===== config.mk =====
export PLATFORM = sky130hd
export DESIGN_NAME = mem_arbiter
export DESIGN_NICKNAME = d
export VERILOG_FILES = /design/src/rtl/mem_arbiter.sv
export SDC_FILE = /design/constraint.sdc
export NUM_CORES = 1
export LEC_CHECK = 0
export ABC_AREA = 1
export CORE_AREA = 4 4 105 107
export CTS_CLUSTER_SIZE = 24
export DETAILED_ROUTE_END_ITERATION = 8
export DIE_AREA = 0 0 109 111
export GPL_TIMING_DRIVEN = 1
export PLACE_DENSITY = 0.61
export SLEW_MARGIN = 40
export SYNTH_ARGS = -nofsm -noshare
export SYNTH_HDL_FRONTEND = slang
export SYNTH_SLANG_ARGS = --single-unit

===== constraint.sdc =====
create_clock -name clk -period 1.6 [get_ports clk]
set_input_delay 0.32 -clock clk [delete_from_list [all_inputs] [get_ports clk]]
set_output_delay 0.32 -clock clk [all_outputs]
set_load 0.02 [all_outputs]

===== src/rtl/mem_arbiter.sv =====
// mem_arbiter: two-port (instruction fetch / data) arbiter onto a single
// native memory interface. A 3-state FSM grants one requester at a time.
// When both ports request together, the port served last loses.
// Optional feature macro: MEM_ARB_TIMEOUT_EN. When it is defined, a granted
// transaction is aborted after TIMEOUT_CYCLES busy cycles without mem_ready.
// The aborted requester receives 32'hDEADBEEF and a one-cycle timeout pulse.
//
// Handshake: a requester holds x_valid with stable address/data until the
// arbiter raises x_ready for one cycle. x_rdata is meaningful only in that
// cycle and is 0 otherwise. On the memory side, mem_valid is held for the
// whole busy phase, and the transfer completes in the first cycle in which
// mem_ready is high. mem_ready is ignored while the arbiter is idle.
module mem_arbiter #(
  parameter int unsigned TIMEOUT_CYCLES = 255
) (
  input  logic        clk,
  input  logic        reset,
  input  logic        i_valid,
  input  logic [31:0] i_addr,
  output logic        i_ready,
  output logic [31:0] i_rdata,
  input  logic        d_valid,
  input  logic [31:0] d_addr,
  input  logic [31:0] d_wdata,
  input  logic [3:0]  d_wstrb,
  output logic        d_ready,
  output logic [31:0] d_rdata,
  output logic        mem_valid,
  output logic        mem_instr,
  output logic [31:0] mem_addr,
  output logic [31:0] mem_wdata,
  output logic [3:0]  mem_wstrb,
  input  logic        mem_ready,
  input  logic [31:0] mem_rdata,
  output logic        timeout,
  output logic [1:0]  dbg_state
);

  typedef enum logic [1:0] {
    IDLE   = 2'd0,
    BUSY_I = 2'd1,
    BUSY_D = 2'd2
  } state_t;

  state_t state_q, state_d;
  // 1 = the data port was served last, 0 = the fetch port was served last.
  logic   last_d_q, last_d_d;

`ifdef MEM_ARB_TIMEOUT_EN
  localparam int CW = ($clog2(TIMEOUT_CYCLES + 1) > 8) ? $clog2(TIMEOUT_CYCLES + 1) : 8;
  // The counter holds (busy cycles elapsed - 1), so the abort happens in busy cycle TIMEOUT_CYCLES.
  localparam logic [CW-1:0] TMO_LAST = CW'(TIMEOUT_CYCLES - 1);
  logic [CW-1:0] cnt_q, cnt_d;
`endif

  assign dbg_state = state_q;

  // Next-state, last-grant, and all combinational outputs.
  always_comb begin
    state_d   = state_q;
    last_d_d  = last_d_q;
    i_ready   = 1'b0;
    i_rdata   = 32'h0;
    d_ready   = 1'b0;
    d_rdata   = 32'h0;
    mem_valid = 1'b0;
    mem_instr = 1'b0;
    mem_addr  = 32'h0;
    mem_wdata = 32'h0;
    mem_wstrb = 4'h0;
    timeout   = 1'b0;
`ifdef MEM_ARB_TIMEOUT_EN
    cnt_d     = cnt_q;
`endif
    case (state_q)
      IDLE: begin
`ifdef MEM_ARB_TIMEOUT_EN
        cnt_d = '0;
`endif
        if (i_valid && d_valid) state_d = last_d_q ? BUSY_I : BUSY_D;
        else if (i_valid)       state_d = BUSY_I;
        else if (d_valid)       state_d = BUSY_D;
      end
      BUSY_I: begin
        mem_valid = 1'b1;
        mem_instr = 1'b1;
        mem_addr  = i_addr;
        if (!i_valid) begin
          // The requester withdrew, so the transaction is abandoned without a ready pulse.
          state_d = IDLE;
        end else if (mem_ready) begin
          i_ready  = 1'b1;
          i_rdata  = mem_rdata;
          last_d_d = 1'b0;
          state_d  = IDLE;
        end
`ifdef MEM_ARB_TIMEOUT_EN
        else if (cnt_q == TMO_LAST) begin
          i_ready  = 1'b1;
          i_rdata  = 32'hDEADBEEF;
          timeout  = 1'b1;
          last_d_d = 1'b0;
          state_d  = IDLE;
        end else begin
          cnt_d = cnt_q + 1'b1;
        end
`endif
      end
      BUSY_D: begin
        mem_valid = 1'b1;
        mem_addr  = d_addr;
        mem_wdata = d_wdata;
        mem_wstrb = d_wstrb;
        if (!d_valid) begin
          state_d = IDLE;
        end else if (mem_ready) begin
          d_ready  = 1'b1;
          d_rdata  = mem_rdata;
          last_d_d = 1'b1;
          state_d  = IDLE;
        end
`ifdef MEM_ARB_TIMEOUT_EN
        else if (cnt_q == TMO_LAST) begin
          d_ready  = 1'b1;
          d_rdata  = 32'hDEADBEEF;
          timeout  = 1'b1;
          last_d_d = 1'b1;
          state_d  = IDLE;
        end else begin
          cnt_d = cnt_q + 1'b1;
        end
`endif
      end
      default: state_d = IDLE;
    endcase
  end

  // State registers. Reset is asynchronous and restores the data-served-last state, so fetch wins the first tie.
  always_ff @(posedge clk or posedge reset) begin
    if (reset) begin
      state_q  <= IDLE;
      last_d_q <= 1'b1;
`ifdef MEM_ARB_TIMEOUT_EN
      cnt_q    <= '0;
`endif
    end else begin
      state_q  <= state_d;
      last_d_q <= last_d_d;
`ifdef MEM_ARB_TIMEOUT_EN
      cnt_q    <= cnt_d;
`endif
    end
  end

endmodule


==> metrics.txt, run 1 <==
setup_tns=-33.47 ns; Avg Synthesized Cell Area=4.57 um^2; area leader, netlist=nand2_1; Mapped Area=0.00155 mm^2; kind of critical path=register to output pin; sw frac=0.505; Max Fclk=524 MHz; Num CTS Buffers=3; Post-DRT Antenna Nets=0; sequential fraction of the synthesis area=0.0493; Mapped Cells=339; # setup viols final=135; Distinct cells, synth=19; Starting Density=0.153; CTS tree=yes; CP peak stage delay=0.43 ns; post-layout util=0.589; crit path capture type=output pin; #FFs+latches synth=3; status=complete, but fails checks; Final Power=0.00782 W; share of cells above drive strength 1=0.489; sequential power share=0.020; area share of the largest cell type after synthesis=0.291; failing checks=negative setup slack; GRT overflow=0; GR Util All Layers=0.163; H-tree lvl count=1; Final nets=787; critical path fanouts, max=9; CP max-delay cell=dfrtp_2; top cells by area, synth=nand2_1, inv_1, nor2_1; # IOs=276; number of max-cap violations=0; drt total wl=11500 um; Vias=3100; final clock skew=0.00170 ns; final setup margin=-0.309 ns; post-DP HPWL=9030 um; Critical Path RT=1.28 ns; Power Density=1310 mW/mm^2; ANT cells=0; crit path DAT=1.59 ns; DRT Pass-1 Iters=4; antenna violations before repair=0; vias in the first global route=3083; core area=0.0101 mm^2; chip width=109 um; Worst setup SP type=register; worst-case clock buffer depth=2; clock tree sinks=3; Initial DRC Count=109; largest net degree at the start of global routing=35; combinational power share=0.952; Wirelength per Cell=14.7 um; Max VDD drop=1010 uV; Finished Layout Cells=780; max-slew violation count=0; net load switching power=0.00395 W; worst min path class=primary input to asynchronous set/reset pin; vias per cell=3.97; # port buffers=274; Placed Cells=752; root buffer cell=clkbuf_8; final worst path period share=1.19; full die area=0.0121 mm^2; # rows=37; first-pass GRT wire length=16000 um; clock share of power=0.028; final hold viol count=0; die height=111 um; clock slew at reported path FFs=0.03 ns; area grow syn2layout=285%; Synth Warn #=0; RSZ-0062 raised after global routing=true; P_int=0.00387 W; Skew-Pair Late Insertion Delay=0.21 ns; Final Critical Period=1.91 ns; GPL Wtd Cong=0.852; WHS=0.273 ns; # DRC=0; Net Count, Synth=481; CP Cell Sequence=buf_4 > ha_4 > nand2_4 > nor2_4 > inv_6 > buf_16 > nor2_4 > buf_4; leakage=2.79 nW
-- layout make-up --
| cell class | instances | area, um^2 |
|---|---|---|
| Clock buffer | 4 | 45.0 |
| Fill cell | 898 | 4170 |
| Inverter | 81 | 332 |
| Multi-Input combinational cell | 233 | 1910 |
| Sequential cell | 3 | 78.8 |
| Tap cell | 136 | 170 |
| Timing Repair Buffer | 323 | 3430 |
-- final timing paths --
| path | from | endpoint | slack (ns) | cells after the start |
|---|---|---|---|---|
| worst max-delay path | dbg_state[1]$_DFFE_PP0P_ | d_rdata[18] | -0.31 | 8 |
| worst min-delay path | reset | dbg_state[0]$_DFFE_PP0P_ | 0.27 | 2 |
| worst max register to register | dbg_state[1]$_DFFE_PP0P_ | dbg_state[1]$_DFFE_PP0P_ | 0 | 11 |
| worst min register to register | last_d_q$_DFFE_PP1P_ | last_d_q$_DFFE_PP1P_ | 0.46 | 2 |
| max in group asynchronous | reset | last_d_q$_DFFE_PP1P_ | 1.12 | 2 |
| min in group clk | last_d_q$_DFFE_PP1P_ | last_d_q$_DFFE_PP1P_ | 0.46 | 2 |
-- worst max-delay path, delay by kind of cell (launching register included) --
kind	cells	cell delay (ns)
buf+inv	4	0.62
flops	1	0.43
fa+ha+maj	1	0.16
simple gates	3	0.16
-- what timing repair did --
action / in CTS / in global routing
setup endpoints to repair: 138 / 138
buffers inserted: 2 / 12
gates cloned: 4 / 6
pin swaps: 2 / 2
hold buffers: 0 / 0
resized for setup: 742 / 74
-- synth_stat cells --
master and number:
nor2_2 8, a21oi_1 33, buf_4 3, nand2_1 120
nand2_4 2, clkbuf_1 3, buf_2 10, ha_1 5
nand3b_1 1, nand3_1 2, dfrtp_1 2, inv_1 79
nor2_1 58, inv_2 2, o21ai_0 1, dfstp_2 1
conb_1 1, buf_6 6, nor2_4 2
-- metrics by stage --
step | setup slack (ns) | instance area (um^2)
detailed placement | -0.808 | 5450
finish | -0.309 | 5970
global route | -0.365 | 5970
CTS | -0.356 | 5540
global placement | -0.766 | 5450
floorplan | -0.210 | 2420
-- layout by cell type (no fill, tap or decap), types with 2 or more instances in the layout --
cell type / instances
buf_8: 3
dfrtp_2: 2
nand2_4: 2
nor2_4: 63
a21oi_4: 32
ha_4: 4
nor2_2: 2
buf_6: 92
nor2_1: 3
dlygate4sd2_1: 3
buf_4: 69
clkdlybuf4s50_1: 135
buf_12: 12
clkbuf_8: 3
nand2_2: 14
inv_6: 2
clkbuf_16: 3
inv_1: 75
nand3_1: 2
nand2_1: 106
inv_4: 2
buf_16: 5
-- power groups by stage --
| stage | sequential [W] | clock, W | combinational (W) |
|---|---|---|---|
| 6_report | 0.000157 | 0.000218 | 0.00745 |
| 3_5_place_dp | 0.000149 | 0 | 0.00620 |
| 4_1_cts | 0.000164 | 0.000221 | 0.00658 |
| 3_3_place_gp | 0.000147 | 0 | 0.00615 |
| 2_1_floorplan | 0.000192 | 0 | 0.00355 |
| 5_1_grt | 0.000165 | 0.000231 | 0.00789 |
-- state kept, by name, summed over array words and instances, names as in the netlist --
name,flops
dbg_state,2
last_d_q,1
-- routing by layer --
layer	track usage	vias up	routed length (um)
li1	-	1569	-
met1	0.159	1356	3720
met2	0.318	161	6110
met3	0.0641	14	1480
met4	0.0261	0	177
met5	0	-	0
-- logic make-up (layout without fill, tap and decap cells) --
group | Yosys count | after routing | share of synthesized area
buffers and inverters | 103 | 408 | 0.294
flip-flops | 3 | 3 | 0.0493
adder cells (fa/ha/maj) | 5 | 5 | 0.0404
other | 1 | 1 | 0.00242
AO/OA/AOI/OAI | 34 | 34 | 0.110
AND/OR/NAND/NOR | 193 | 193 | 0.504
No activity file was read; power rests on OpenSTA's default activity.
==> run 2: changes to the inputs <==
--- a/config.mk
+++ b/config.mk
@@ -6,12 +6,12 @@
 export NUM_CORES = 1
 export LEC_CHECK = 0
 export ABC_AREA = 1
-export CORE_AREA = 4 4 105 107
+export CORE_AREA = 2 2 106 108
 export CTS_CLUSTER_SIZE = 24
 export DETAILED_ROUTE_END_ITERATION = 8
-export DIE_AREA = 0 0 109 111
+export DIE_AREA = 0 0 108 110
 export GPL_TIMING_DRIVEN = 1
-export PLACE_DENSITY = 0.61
+export PLACE_DENSITY = 0.58
 export SLEW_MARGIN = 40
 export SYNTH_ARGS = -nofsm -noshare
 export SYNTH_HDL_FRONTEND = slang
==> metrics.txt, run 2 (same netlist as run 1, synthesis figures left out) <==
status=complete, but fails checks; failing checks=negative setup slack; Wirelength per Cell=13.8 um; # setup viols final=136; share of cells above drive strength 1=0.602; most frequent cells in the layout=buf_6, clkdlybuf4s50_1, nand2_1; Worst setup SP type=register; max-slew violation count=0; die height=110 um; antenna violations before repair=0; sequential power share=0.018; CTS tree=yes; final-layout fill cell count=954; largest net degree at the start of global routing=26; Starting Density=0.145; Power Density=1340 mW/mm^2; DRT Pass-1 Iters=4; FF/Latch Area=78.8 um^2; # DRC=0; drt total wl=10800 um; post-layout util=0.596; Multi-input gate area=0.00211 mm^2; # IOs=276; Skew-Pair Late Insertion Delay=0.21 ns; Post-DRT Antenna Nets=0; CP peak stage delay=0.39 ns; pre-CTS setup slack=-0.810 ns; most common cell after layout, fill and taps aside=buf_6; Final nets=787; Max VDD drop=1560 uV; clock tree sinks=3; ANT cells=0; GRT overflow=0; RSZ-0062 raised after global routing=true; DP Area=0.00546 mm^2; clock share of power=0.026; post-DP HPWL=8480 um; core area=0.0107 mm^2; P_int=0.00434 W; Post-Layout Inst Area=0.00638 mm^2; r2r setup slk=-0.11 ns; vias in the first global route=3053; clock slew at reported path FFs=0.03 ns; CP max-delay cell=dfrtp_2; net load switching power=0.00424 W; CP Cell Sequence=inv_4 > buf_6 > ha_4 > clkinv_8 > clkbuf_16 > a21oi_4 > buf_6; area grow syn2layout=312%; final hold viol count=0; H-tree lvl count=1; Initial DRC Count=84; Max Fclk=521 MHz; crit path capture type=output pin; critical path fanouts, max=7; GPL Wtd Cong=0.804; GR Util All Layers=0.159; combinational power share=0.956; # rows=38; first-pass GRT wire length=15100 um; most frequent CP cell=buf_6; Critical Path RT=1.28 ns; Placed Cells=755; Final Critical Period=1.92 ns; kind of critical path=register to output pin; root buffer cell=clkbuf_8; chip width=108 um; crit path DAT=1.60 ns; # port buffers=274; final setup margin=-0.319 ns; Num CTS Buffers=3; full die area=0.0119 mm^2; sw frac=0.494; Finished Layout Cells=784; final worst path period share=1.20; number of max-cap violations=0; worst-case clock buffer depth=2; Vias=3094; flip-flop count of the largest register after layout=2; vias per cell=3.95; worst min path class=primary input to asynchronous set/reset pin; final clock skew=0.000687 ns; leakage=2.92 nW
## run 2: metal layers
layer  up-vias  global-route usage  share of wire
li1       1567                   -              -
met1      1378               0.166           0.34
met2       145               0.328           0.57
met3         4              0.0364          0.083
met4         0              0.0165         0.0041
met5         -                   0              0
## run 2: worst paths after layout
kind | from | endpoint | cells past startpoint
max reg2reg | dbg_state[0]$_DFFE_PP0P_ | dbg_state[1]$_DFFE_PP0P_ | 13
min reg2reg | last_d_q$_DFFE_PP1P_ | last_d_q$_DFFE_PP1P_ | 2
min in group clk | last_d_q$_DFFE_PP1P_ | last_d_q$_DFFE_PP1P_ | 2
max in group asynchronous | reset | last_d_q$_DFFE_PP1P_ | 2
min | reset | dbg_state[0]$_DFFE_PP0P_ | 2
max | dbg_state[1]$_DFFE_PP0P_ | mem_addr[2] | 7
## run 2: power by group through the flow
stage / Combinational (W) / Clock [W] / Sequential, W
2_1_floorplan: 0.00355 / 0 / 0.000192
3_3_place_gp: 0.00605 / 0 / 0.000149
3_5_place_dp: 0.00609 / 0 / 0.000148
4_1_cts: 0.00702 / 0.000227 / 0.000157
5_1_grt: 0.00870 / 0.000237 / 0.000159
6_report: 0.00820 / 0.000223 / 0.000156
## run 2: final cells by class
type                            instances  share of cell area
Clock buffer                            4             0.00706
Sequential cell                         3              0.0124
Timing Repair Buffer                  323               0.570
Multi-Input combinational cell        233               0.331
Tap cell                              140              0.0275
Inverter                               81              0.0524
## run 2: what timing repair did
action,CTS,global route
pin swaps,2,2
buffers inserted,12,5
hold endpoints to repair,0,0
cloned,5,5
resized for setup,772,194
hold buffers,0,0
setup endpoints to repair,138,138
## run 2: critical path: cells and delay by family (launching register included)
family | cells | cell delay [ns]
AO/OA/AOI/OAI | 1 | 0.11
adder cells (fa/ha/maj) | 1 | 0.29
buffers and inverters | 5 | 0.58
flip-flops | 1 | 0.39
## run 2: through the flow
stage          TNS [ns]  power (W)  hold slack, ns
2_1_floorplan    -18.32    0.00374          0.0730
3_3_place_gp     -84.87    0.00620           0.460
3_5_place_dp     -86.13    0.00624           0.462
4_1_cts          -36.75    0.00741           0.276
5_1_grt          -44.24    0.00909           0.304
6_report         -35.13    0.00858           0.270
